==> src/rtl/legv8_pkg.sv <==
// rtl/legv8_pkg.sv - LEGv8 opcode prefixes, ALU encodings and controller enums
package legv8_pkg;

  localparam logic [5:0]  OP_B_PFX    = 6'b000101;
  localparam logic [7:0]  OP_CBZ_PFX  = 8'b10110100;
  localparam logic [7:0]  OP_CBNZ_PFX = 8'b10110101;
  localparam logic [9:0]  OP_ADDI_PFX = 10'b1001000100;
  localparam logic [9:0]  OP_SUBI_PFX = 10'b1101000100;
  localparam logic [10:0] OP_AND      = 11'b10001010000;
  localparam logic [10:0] OP_ADD      = 11'b10001011000;
  localparam logic [10:0] OP_ORR      = 11'b10101010000;
  localparam logic [10:0] OP_SUB      = 11'b11001011000;
  localparam logic [10:0] OP_STUR     = 11'b11111000000;
  localparam logic [10:0] OP_LDUR     = 11'b11111000010;

  localparam logic [3:0] ALU_AND  = 4'b0000;
  localparam logic [3:0] ALU_ORR  = 4'b0001;
  localparam logic [3:0] ALU_ADD  = 4'b0010;
  localparam logic [3:0] ALU_SUB  = 4'b0110;
  localparam logic [3:0] ALU_CBZ  = 4'b0111;
  localparam logic [3:0] ALU_B    = 4'b1000;
  localparam logic [3:0] ALU_CBNZ = 4'b1001;

  typedef enum logic [2:0] {FETCH, DECODE, EXEC, MEM, WB, FAULT} state_t;

  typedef enum logic [2:0] {RTYPE, ITYPE, LOAD, STORE, BR, CBZ, CBNZ, ILLEGAL} iclass_t;

  typedef struct packed {
    iclass_t    cls;
    logic       reg2loc;
    logic       alusrc;
    logic [3:0] aluop;
  } ctrl_t;

endpackage

==> src/rtl/opcode_decoder.sv <==
// rtl/opcode_decoder.sv - combinational LEGv8 opcode to class and static controls
module opcode_decoder (
  input  logic [10:0] opCode,
  output logic [2:0]  cls,
  output logic        reg2loc,
  output logic        alusrc,
  output logic [3:0]  aluop
);
  import legv8_pkg::*;

  iclass_t cls_c;

  // Prefix matches are checked first so their don't-care low bits never reach the full compare.
  always_comb begin
    cls_c   = ILLEGAL;
    reg2loc = 1'b0;
    alusrc  = 1'b0;
    aluop   = ALU_AND;
    if (opCode[10:5] == OP_B_PFX) begin
      cls_c   = BR;
      reg2loc = 1'b1;
      aluop   = ALU_B;
    end else if (opCode[10:3] == OP_CBZ_PFX) begin
      cls_c   = CBZ;
      reg2loc = 1'b1;
      aluop   = ALU_CBZ;
    end else if (opCode[10:3] == OP_CBNZ_PFX) begin
      cls_c   = CBNZ;
      reg2loc = 1'b1;
      aluop   = ALU_CBNZ;
    end else if (opCode[10:1] == OP_ADDI_PFX) begin
      cls_c  = ITYPE;
      alusrc = 1'b1;
      aluop  = ALU_ADD;
    end else if (opCode[10:1] == OP_SUBI_PFX) begin
      cls_c  = ITYPE;
      alusrc = 1'b1;
      aluop  = ALU_SUB;
    end else begin
      case (opCode)
        OP_AND: cls_c = RTYPE;
        OP_ADD: begin
          cls_c = RTYPE;
          aluop = ALU_ADD;
        end
        OP_ORR: begin
          cls_c = RTYPE;
          aluop = ALU_ORR;
        end
        OP_SUB: begin
          cls_c = RTYPE;
          aluop = ALU_SUB;
        end
        OP_STUR: begin
          cls_c   = STORE;
          reg2loc = 1'b1;
          alusrc  = 1'b1;
          aluop   = ALU_ADD;
        end
        OP_LDUR: begin
          cls_c  = LOAD;
          alusrc = 1'b1;
          aluop  = ALU_ADD;
        end
        default: cls_c = ILLEGAL;
      endcase
    end
  end

  assign cls = cls_c;

endmodule

==> src/rtl/multicycle_controller.sv <==
// rtl/multicycle_controller.sv - LEGv8 multicycle FSM with memory wait/timeout handling
module multicycle_controller #(
  parameter int ALUOP_W     = 4,
  parameter int CNT_W       = 32,
  parameter int MEM_TIMEOUT = 255
) (
  input  logic               clk,
  input  logic               rst,
  input  logic [10:0]        opCode,
  input  logic               aluZero,
  input  logic               instrReady,
  input  logic               memReady,
  output logic               instrReq,
  output logic               irWrite,
  output logic               pcWrite,
  output logic               pcSrc,
  output logic               reg2Loc,
  output logic               aluSrc,
  output logic               memToReg,
  output logic               memRead,
  output logic               memWrite,
  output logic               regWrite,
  output logic [ALUOP_W-1:0] aluOp,
  output logic               fault,
  output logic [CNT_W-1:0]   retired
);
  import legv8_pkg::*;

  localparam int WAIT_W = (MEM_TIMEOUT > 1) ? $clog2(MEM_TIMEOUT) : 1;
  localparam logic [WAIT_W-1:0] WAIT_LAST = WAIT_W'(MEM_TIMEOUT - 1);
  localparam bit TIMEOUT_EN = (MEM_TIMEOUT != 0);

  state_t             state_q, state_d;
  ctrl_t              ctrl_q, ctrl_d;
  logic [WAIT_W-1:0]  wait_q, wait_d;
  logic [CNT_W-1:0]   retired_q, retired_d;

  logic [2:0] dec_cls;
  logic       dec_reg2loc;
  logic       dec_alusrc;
  logic [3:0] dec_aluop;

  logic instr_req, ir_write, pc_write, pc_src, mem_read, mem_write;
  logic reg_write, mem_to_reg, flt, stat_en, wait_hit, taken;

  opcode_decoder u_dec (
    .opCode  (opCode),
    .cls     (dec_cls),
    .reg2loc (dec_reg2loc),
    .alusrc  (dec_alusrc),
    .aluop   (dec_aluop)
  );

  always_ff @(posedge clk or posedge rst) begin
    if (rst) begin
      state_q   <= FETCH;
      ctrl_q    <= '0;
      wait_q    <= '0;
      retired_q <= '0;
    end else begin
      state_q   <= state_d;
      ctrl_q    <= ctrl_d;
      wait_q    <= wait_d;
      retired_q <= retired_d;
    end
  end

  // wait_d defaults to zero so every entry into FETCH or MEM starts a fresh count.
  always_comb begin
    state_d    = state_q;
    ctrl_d     = ctrl_q;
    wait_d     = '0;
    retired_d  = retired_q;
    instr_req  = 1'b0;
    ir_write   = 1'b0;
    pc_write   = 1'b0;
    pc_src     = 1'b0;
    mem_read   = 1'b0;
    mem_write  = 1'b0;
    reg_write  = 1'b0;
    mem_to_reg = 1'b0;
    flt        = 1'b0;
    stat_en    = 1'b0;
    wait_hit   = TIMEOUT_EN && (wait_q == WAIT_LAST);
    taken      = (ctrl_q.cls == BR) || ((ctrl_q.cls == CBZ) && aluZero) ||
                 ((ctrl_q.cls == CBNZ) && !aluZero);
    case (state_q)
      FETCH: begin
        instr_req = 1'b1;
        if (instrReady) begin
          ir_write = 1'b1;
          state_d  = DECODE;
        end else if (wait_hit) begin
          state_d = FAULT;
        end else if (TIMEOUT_EN) begin
          wait_d = wait_q + WAIT_W'(1);
        end
      end
      DECODE: begin
        ctrl_d.cls     = iclass_t'(dec_cls);
        ctrl_d.reg2loc = dec_reg2loc;
        ctrl_d.alusrc  = dec_alusrc;
        ctrl_d.aluop   = dec_aluop;
        state_d = (iclass_t'(dec_cls) == ILLEGAL) ? FAULT : EXEC;
      end
      EXEC: begin
        stat_en = 1'b1;
        case (ctrl_q.cls)
          BR, CBZ, CBNZ: begin
            pc_write = 1'b1;
            pc_src   = taken;
            state_d  = FETCH;
          end
          LOAD, STORE: state_d = MEM;
          default:     state_d = WB;
        endcase
      end
      MEM: begin
        stat_en   = 1'b1;
        mem_read  = (ctrl_q.cls == LOAD);
        mem_write = (ctrl_q.cls == STORE);
        if (memReady) begin
          if (ctrl_q.cls == LOAD) begin
            state_d = WB;
          end else begin
            pc_write = 1'b1;
            state_d  = FETCH;
          end
        end else if (wait_hit) begin
          state_d = FAULT;
        end else if (TIMEOUT_EN) begin
          wait_d = wait_q + WAIT_W'(1);
        end
      end
      WB: begin
        stat_en    = 1'b1;
        reg_write  = 1'b1;
        mem_to_reg = (ctrl_q.cls == LOAD);
        pc_write   = 1'b1;
        state_d    = FETCH;
      end
      FAULT:   flt = 1'b1;
      default: state_d = FAULT;
    endcase
    if (pc_write) retired_d = retired_q + CNT_W'(1);
  end

  // Gating with rst keeps FETCH's request low while reset is held.
  assign instrReq = instr_req & ~rst;
  assign irWrite  = ir_write & ~rst;
  assign pcWrite  = pc_write & ~rst;
  assign pcSrc    = pc_src & ~rst;
  assign reg2Loc  = stat_en & ctrl_q.reg2loc & ~rst;
  assign aluSrc   = stat_en & ctrl_q.alusrc & ~rst;
  assign memToReg = mem_to_reg & ~rst;
  assign memRead  = mem_read & ~rst;
  assign memWrite = mem_write & ~rst;
  assign regWrite = reg_write & ~rst;
  assign fault    = flt & ~rst;
  assign aluOp    = (stat_en && !rst) ? ALUOP_W'(ctrl_q.aluop) : '0;
  assign retired  = retired_q;

endmodule
==> config.mk <==
export PLATFORM = sky130hd
export DESIGN_NAME = multicycle_controller
export DESIGN_NICKNAME = d
export VERILOG_FILES = /design/src/rtl/legv8_pkg.sv /design/src/rtl/opcode_decoder.sv /design/src/rtl/multicycle_controller.sv
export SDC_FILE = /design/constraint.sdc
export NUM_CORES = 1
export LEC_CHECK = 0
export CORE_ASPECT_RATIO = 0.5
export CORE_MARGIN = 8
export CORE_UTILIZATION = 35
export DETAILED_ROUTE_END_ITERATION = 12
export GPL_TIMING_DRIVEN = 0
export PLACE_DENSITY = 0.57
export SLEW_MARGIN = 20
export SYNTH_ARGS = -nofsm -noshare
export SYNTH_HDL_FRONTEND = slang
export SYNTH_HIERARCHICAL = 1
export SYNTH_SLANG_ARGS = --single-unit
==> constraint.sdc <==
create_clock -name clk -period 2.66 [get_ports clk]
set_input_delay 0.266 -clock clk [delete_from_list [all_inputs] [get_ports clk]]
set_output_delay 0.266 -clock clk [all_outputs]
set_load 0.03 [all_outputs]
* Yosys cells after proc, flatten, opt, wreduce, memory -nomap -nowiden *
Cells that the tools add are included.

word-level totals
  logic and storage cells = 111
  output and inout bits = 47
  memory bits (writable) = 0
  bits in read-only memories = 0
  bits in latches = 0
  register bits = 52
  memories = 0
  input bits = 16

cells by class
  equality and inequality tests = 23
  bitwise gates (word level) = 14
  multipliers = 0
  shift-type cells = 0
  reduce and logical (&&, ||, !) cells = 14
  div/mod/pow operators = 0
  $lt $le $gt $ge = 0
  muxes and demuxes = 51
  $add $sub $neg = 2

operators by type and width
  kind                                                              number
  11-bit == test (second input constant)                            6
  32-bit by 1-bit adder with 32-bit output (second input constant)  1
  3-bit two-way mux                                                 10
  1-bit two-way mux                                                 26
  8-bit == test (second input constant)                             3
  4-bit two-way mux                                                 6
  8-bit two-way mux                                                 3
  10-bit == test (second input constant)                            2
  3-bit == test (second input constant)                             6
  3-bit case mux with 3 select lines                                2
  3-bit case mux with 6 select lines                                1
  8-bit case mux with 2 select lines                                1
  1-bit AND                                                         13
  3-bit by 2-bit == test with 1-bit output (second input constant)  4
  3-bit OR reduction                                                3
  8-bit by 1-bit adder with 8-bit output (second input constant)    1
  6-bit by 3-bit == test with 1-bit output (second input constant)  1
  3-bit case mux with 2 select lines                                1
  2-bit OR reduction                                                2
  4-bit OR reduction                                                1
  3-bit by 1-bit == test with 1-bit output (second input constant)  1
  1-bit logical AND                                                 3
  3-bit logical NOT                                                 1
  1-bit case mux with 3 select lines                                1
  3 further kinds                                                   5

* Logic depth before layout (Yosys ltp) *
Gate-level depths: netlist of run 1.

  depth in word-level cells = 11
  mapped depth = 7
  gate-level depth less buffers = 7

* Cells and area by module *
The synthesis of run 1 kept the hierarchy.

by module, submodules not included
  module                 times used  seq. area each (µm²)  cells each  area each (µm²)
  multicycle_controller  1           1301.2                247         2666.3
  opcode_decoder         1           0.0                   34          244.0

* Worst setup path after synthesis of run 1 *
OpenSTA, ideal clock, no wires.

  path type = reg2out
  start point = reg state_q[0]
  end point = out memToReg
  arrival = 2374 ps
  data required time = 2394 ps
  cell stages (with the launch flop) = 5
  buffers on the path = 2
  slack = 20 ps
  path through = dfrtp_1 -> buf_1 -> clkbuf_1 -> nor3_1 -> nor3b_1

on the way
  word-level cells in the longest chain between the ends = 3

RTL lines
  what                    RTL line                      source
  from (decl)             multicycle_controller.sv:33   state_t state_q, state_d;
  from (signal assigned)  multicycle_controller.sv:61   state_q <= state_d;
  3-bit == test           multicycle_controller.sv:87   case (state_q)
  1-bit two-way mux       multicycle_controller.sv:87
  1-bit AND               multicycle_controller.sv:155  assign memToReg = mem_to_reg & ~rst;
  to (decl)               multicycle_controller.sv:19   output logic memToReg,

Every way passes these cells.

* Final worst setup path of run 1 *
  start point = in opCode[10]
  end point = reg state_q[1]

on the way
  word-level cells in the longest chain between the ends = 11
  elaborated cells between the ends (all ways) = 21
  classes of those cells = eq/ne (12); mux (8); reduce/logical (1)

RTL lines
  what                                  RTL line                      source
  from (decl)                           multicycle_controller.sv:9    input logic [10:0] opCode,
  11-bit == test                        opcode_decoder.sv:40          case (opCode)
  4-bit OR reduction (no line)          -
  3-bit case mux with 3 select lines    opcode_decoder.sv:40
  3-bit two-way mux                     opcode_decoder.sv:35          end else if (opCode[10:1] == OP_SUBI_PFX) begin
  3-bit two-way mux                     opcode_decoder.sv:31          end else if (opCode[10:1] == OP_ADDI_PFX) begin
  3-bit two-way mux                     opcode_decoder.sv:27          end else if (opCode[10:3] == OP_CBNZ_PFX) begin
  3-bit two-way mux                     opcode_decoder.sv:23          end else if (opCode[10:3] == OP_CBZ_PFX) begin
  3-bit two-way mux *                   opcode_decoder.sv:19          if (opCode[10:5] == OP_B_PFX) begin
  via dec_cls[0]                        multicycle_controller.sv:38   logic [2:0] dec_cls;
  3-bit == test *                       multicycle_controller.sv:104  state_d = (iclass_t'(dec_cls) == ILLEGAL) ? FAULT : EXEC;
  3-bit two-way mux *                   multicycle_controller.sv:104
  3-bit case mux with 6 select lines *  multicycle_controller.sv:87

The timed path passes the listed nets; every way through them passes the cells marked *.
A chain may end at the register's enable or synchronous reset.

==> results of run 1 <==
==> path summary, 6_finish.rpt <==
check                         endpoint  cells after the start  slack, ps   startpoint
max                         state_q[1]                      8        150   opCode[10]
min                          ctrl_q[6]                      2        310          rst
max reg2reg                retired[20]                      7        670   state_q[2]
min reg2reg                retired[31]                      1        470  retired[31]
max in group asynchronous    ctrl_q[2]                      2       1910          rst
min in group clk           retired[31]                      1        470  retired[31]
==> what timing repair did <==
item,in CTS,in global routing
setup endpoints to repair,11,8
hold buffers,0,0
resized for setup,6,8
==> cells in the mapped netlist (5+ instances only) <==
cell / count / share of area
nor3_1: 11 / 0.019
xnor2_1: 19 / 0.057
mux2_2: 11 / 0.043
nand2_1: 17 / 0.022
nand3_1: 11 / 0.019
nor4_1: 5 / 0.011
dfrtp_1: 52 / 0.45
and3_1: 12 / 0.026
nand4_1: 12 / 0.026
xor2_1: 18 / 0.054
and2_1: 10 / 0.021
o21ai_0: 5 / 0.0086
and4_1: 7 / 0.021
inv_1: 5 / 0.0064
nor2_1: 22 / 0.028
==> metal layers <==
metal,wire [um],global-route usage,part of all wire
met5,0,0,0
met4,77,0.0416,0.011
met3,276,0.0291,0.038
met2,3310,0.205,0.45
met1,3660,0.170,0.50
==> stage by stage <==
stage / worst slack, ps / instances / instance area, sq um / setup TNS, ps / power [mW]
floorplan: 20.4 / 281 / 2910 / 0 / 1.46
global placement: 168 / 454 / 3660 / 0 / 1.71
detailed placement: -85.6 / 454 / 3660 / -141 / 1.73
CTS: 65.7 / 462 / 3820 / 0 / 2.40
global route: 13.3 / 462 / 3850 / 0 / 2.53
finish: 155 / 462 / 3850 / 0 / 2.38
==> area by class of cell <==
type                    count  area [sq um]  share of cell area
plain buffers              10          58.8              0.0153
clock buffers               7           143              0.0371
repair buffers             61           623               0.162
well taps                 112           140              0.0364
flip-flops and latches     52          1300               0.338
multi-input cells         214          1550               0.404
inverters                   5          21.3             0.00553
clock inverters             1          7.51             0.00195
==> flip-flops by register name (all words and copies together), names as in the netlist <==
register / cells
retired: 32
ctrl_q: 9
wait_q: 8
state_q: 3
==> layout by cell type (no fill, tap or decap), types with 3 or more instances in the layout <==
master           instances
nand3_1                 11
xor2_1                  18
nor2_1                  22
ha_1                     3
nand2b_1                 3
nand4_1                 12
nor4_1                   4
o21ai_0                  5
nand2_1                 16
mux2_2                  11
a21oi_1                  3
xnor2_1                 19
and2_1                  10
dlymetal6s2s_1           6
clkdlybuf4s50_1         53
and4_1                   7
buf_2                    4
inv_1                    4
or3_1                    3
nor3_1                  11
clkbuf_1                 4
and3_1                  12
clkbuf_16                5
dfrtp_1                 52
==> power by group <==
part / leakage [nW] / switching (mW) / total, mW / internal, mW
Clock: 0.0701 / 0.279 / 0.654 / 0.375
Combinational: 0.940 / 0.450 / 0.771 / 0.321
Sequential: 0.698 / 0.0856 / 0.950 / 0.865
==> cells by family after synthesis <==
family	share of synthesized area
and+or+nand+nor	0.273
DFF	0.447
xor gates and xnor gates	0.111
AOI/OAI and AO/OA	0.0869
buffers and inverters	0.0258
muxes	0.0426
adders and majority gates	0.0129
==> results.yml, run 1 <==
floorplanning:
  die_h_um: 80.5
  die_w_um: 145
  die-area_sq_um: 11700
  fp.coreArea_sq_um: 8030
  io_pins: 63
  initial_core_util: 0.362
  rows: 23
critical_path:
  cp.arrival_ps: 2700
  cp_max_fo: 5
  max_stage_delay_ps: 710
  crit_slowest_cell: "a2111oi_0"
  crit_required_ps: 2860
  path_cells: "clkdlybuf4s50_1, or3b_4, a2111oi_0, a211oi_1, nand3_1, and3_1, a21oi_1, o22ai_1"
  path_delay_family: "compound AO/OA/AOI/OAI gates"
  crit_buf_inv: 1
  critPathLaunchType: "input port"
  worst-setup-path-type: "in2reg"
  setup.worst_path.end_class: "register"
detailed_routing:
  drt-total-wl_mm: 7.33
  routed-via-count: 2376
  drt_pass1_iterations: 4
  vias_per_cell: 5.14
  wl_per_cell_um: 15.9
  postRouteAntennaNets: 0
  drc_errors: 0
  drtIter0Drc: 170
final_layout:
  drive_gt1_frac: 0.126
  nFillCells: 736
  syn_to_final_growth_pct: 32.2
  fin_util: 0.479
  fin_nets: 368
  diodes: 0
synth:
  ys_types: 59
  synthFlopType: "dfrtp_1"
  ys_seq_area_frac: 0.447
  syn_area_sq_um: 2910
  async_flop_share: 1.00
  yosysWarnings: 6
  syn_inst: 281
  synth_edf_count: 0
  avgSynthCellArea_sq_um: 10.4
  ys_seq_elements: 52
  syn_nets: 300
placed_design:
  io_buffers: 61
  dpl.hpwl_mm: 5.45
  gp_congestion: 0.860
power_and_ir_drop:
  p_per_area_nw_per_um2: 617
  ir_drop_v: 0.000293
  p_leak_nw: 1.71
global_route:
  antenna_found_initial: 0
  grt.total_usage: 0.128
  grt_pass1_vias: 2408
  grt_start_max_net_pins: 53
  grt_pass1_wl_mm: 12.4
  gr-total-overflow: 0
sta:
  holdWs_ps: 313
  fin_crit_ps: 2510
  rsz0062_at_grt: "false"
  fmax_ghz: 0.399
  slew_violations: 0
  fin_crit_sh: 0.942
  skew_ps: 6.28
  final-hold-violation-count: 0
  setup_violations: 0
  relSlewSlack: 0.382
  worst_pin_slew_ps: 903
cts:
  cts_buffers: 5
  root_buffer: "clkbuf_16"
  htreeDepth: 2
  cts_tree: "yes"
  clockBufferDepth: 2
  clkSinkCount: 52
  postCtsSetupRepairBufs: 0
  path_clk_slew_ps: 60
  clk-insertion-delay-late_ps: 290
worst_hold_path:
  hp-class: "in2async"
run_status:
  outcome: "finished, final reports clean"
job:
  drv_cap: 0
(Power assumes the default switching activity.)
==> inputs of run 2 (changes only) <==
--- a/config.mk
+++ b/config.mk
@@ -11,8 +11,6 @@
 export DETAILED_ROUTE_END_ITERATION = 12
 export GPL_TIMING_DRIVEN = 0
 export PLACE_DENSITY = 0.57
-export SLEW_MARGIN = 20
 export SYNTH_ARGS = -nofsm -noshare
 export SYNTH_HDL_FRONTEND = slang
-export SYNTH_HIERARCHICAL = 1
 export SYNTH_SLANG_ARGS = --single-unit
==> results.yml, run 2 <==
run_status:
  outcome: "finished, final reports clean"
sta:
  fmax_ghz: 0.392
  setup_violations: 0
  setup_ws_ps: 112
  fin_crit_sh: 0.958
  holdWs_ps: 472
  fin_crit_ps: 2550
  final-hold-violation-count: 0
  rsz0062_at_grt: "false"
  worst_pin_slew_ps: 650
  skew_ps: 7.82
  tns_ps: 0
  slew_violations: 0
  relSlewSlack: 0.565
final_layout:
  final_cell_mix: "61 x clkdlybuf4s50_1, 52 x dfrtp_1, 40 x nor2_1, 26 x nand2_1, 19 x xnor2_1"
  diodes: 0
  postLayoutCellArea_sq_um: 3750
  syn_to_final_growth_pct: 34.7
  fin_nets: 384
  final_common_cell: "clkdlybuf4s50_1"
  largest_reg_flops: 32
  drive_gt1_frac: 0.0738
critical_path:
  crit_required_ps: 2390
  timing.rr.end: "retired[16]"
  crit_slowest_cell: "clkdlybuf4s50_1"
  r2r_cells: 7
  setup.worst_path.end_class: "output pin"
  r2r_start: "state_q[2]"
  worst-setup-path-type: "reg2out"
  cp.arrival_ps: 2280
  cp_max_fo: 10
  max_stage_delay_ps: 660
  reg2reg_slack_ps: 540
  path_cells: "clkbuf_1, or3_1, nor2_1, and2_1, clkdlybuf4s50_1"
  critPathLaunchType: "register"
cts:
  root_buffer: "clkbuf_16"
  clkSinkCount: 52
  cts_buffers: 5
  path_clk_slew_ps: 70
  clk-insertion-delay-late_ps: 290
  clockBufferDepth: 2
  htreeDepth: 2
  cts_tree: "yes"
synth:
  synthFlopType: "dfrtp_1"
  synth_top_cell_area_share: 0.467
  yosysWarnings: 0
  yosysMostFrequentCell: "dfrtp_1"
  async_flop_share: 1.00
  yosys.area.top_type: "dfrtp_1"
  syn_inst: 292
  ys_seq_elements: 52
  avgSynthCellArea_sq_um: 9.54
  ys_types: 46
  ys_top_cells_by_count: "52 x dfrtp_1, 40 x nor2_1, 26 x nand2_1"
  syn_nets: 311
  synth_edf_count: 0
  syn_area_sq_um: 2790
  synthTopCellsByArea: "dfrtp_1 47%, xnor2_1 6.0%, nor2_1 5.4%, xor2_1 5.0%, nand2_1 3.5%"
  ys_seq_area_frac: 0.467
detailed_routing:
  drtIter0Drc: 143
  drt-total-wl_mm: 6.99
  drt_pass1_iterations: 4
  wl_per_cell_um: 14.6
  vias_per_cell: 4.91
  routed-via-count: 2349
  drc_errors: 0
  postRouteAntennaNets: 0
worst_hold_path:
  hold_depth: 1
  worstHoldEndpoint: "retired[31]"
  hp-class: "reg2reg"
  min_from: "retired[31]"
placed_design:
  gp_congestion: 0.769
  io_buffers: 62
  dpl.hpwl_mm: 5.06
  pre_cts_slack_ps: -792
  placed_area_sq_um: 3550
power_and_ir_drop:
  p_per_area_nw_per_um2: 429
  ir_drop_v: 0.000258
  power.total_mw: 1.61
  p_leak_nw: 1.57
floorplanning:
  die-area_sq_um: 11200
  die_w_um: 142
  rows: 23
  fp.coreArea_sq_um: 7860
  io_pins: 63
  initial_core_util: 0.355
  die_h_um: 79.1
global_route:
  gr-total-overflow: 0
  antenna_found_initial: 0
  grt_start_max_net_pins: 28
  grt.total_usage: 0.132
  grt_pass1_wl_mm: 12.1
  grt_pass1_vias: 2431
job:
  drv_cap: 0
==> run 2: cell types whose count changed in the layout (fill, tap and decap cells not counted), sizes merged, moves of 4 or more <==
cell and delta:
dlymetal6s2s -5, clkdlybuf4s50 +8, mux2 -10, nor3 -4
nand3 +5, nor2 +21, nand2 +9, and3 -6
o21ai +7
==> run 2: final cells by class <==
class,instances,area (sq um)
fillers,749,4110
multi-input cells,227,1440
flip-flops and latches,52,1300
repair buffers,64,638
well taps,112,140
clock buffers,6,129
clock inverters,2,38.8
inverters,8,33.8
plain buffers,5,22.5
repair inverters,2,12.5
==> run 2: what timing repair did <==
| item | 4_1_cts | 5_1_grt |
|---|---|---|
| hold endpoints to repair | 0 | 0 |
| endpoints found under the setup margin | 5 | 1 |
| cloned | 2 | 0 |
| hold buffers | 0 | 0 |
| buffers inserted | 2 | 0 |
| resized for setup | 1 | 1 |
==> run 2: kinds of logic after synthesis <==
kind of cell / count (synthesis) / synth area share
flops: 52 / 0.467
buf+inv: 13 / 0.0189
mux: 3 / 0.0112
xor+xnor: 37 / 0.122
fa+ha+maj: 3 / 0.0135
simple gates: 154 / 0.300
compound gates: 30 / 0.0678
==> run 2: worst max path at each step <==
| stage | start | depth (start not counted) | endpoint |
|---|---|---|---|
| floorplan | rst | 3 | memRead |
| finish | state_q[0] | 5 | irWrite |
| CTS | state_q[2] | 5 | pcWrite |
| global route | state_q[0] | 5 | irWrite |
| global placement | rst | 4 | pcSrc |
| detailed placement | rst | 4 | pcSrc |
==> run 2: layer usage <==
| metal | global-route usage | vias to the layer above | share of wire |
|---|---|---|---|
| met5 | 0 | - | 0 |
| met4 | 0.0361 | 0 | 0.0089 |
| met3 | 0.0305 | 4 | 0.042 |
| met2 | 0.217 | 45 | 0.47 |
| met1 | 0.172 | 1134 | 0.48 |
| li1 | - | 1166 | - |
==> run 2: worst max-delay path: cells and delay by family, from the launching register on <==
kind | cells | cell delay [ps]
buffers and inverters | 2 | 890
AND/OR/NAND/NOR | 3 | 660
flip-flops | 1 | 440
==> run 2: power breakdown <==
part	internal (mW)	total, mW	switching, mW
registers	0.790	0.790	0
logic	0.0313	0.0731	0.0418
clock network	0.449	0.745	0.297
==> run 2: stage by stage <==
step                      std cells   util
after floorplan                 292      -
after global placement          466  0.452
after detailed placement        466  0.452
after CTS                       478  0.477
after global routing            478  0.477
final                           478  0.477
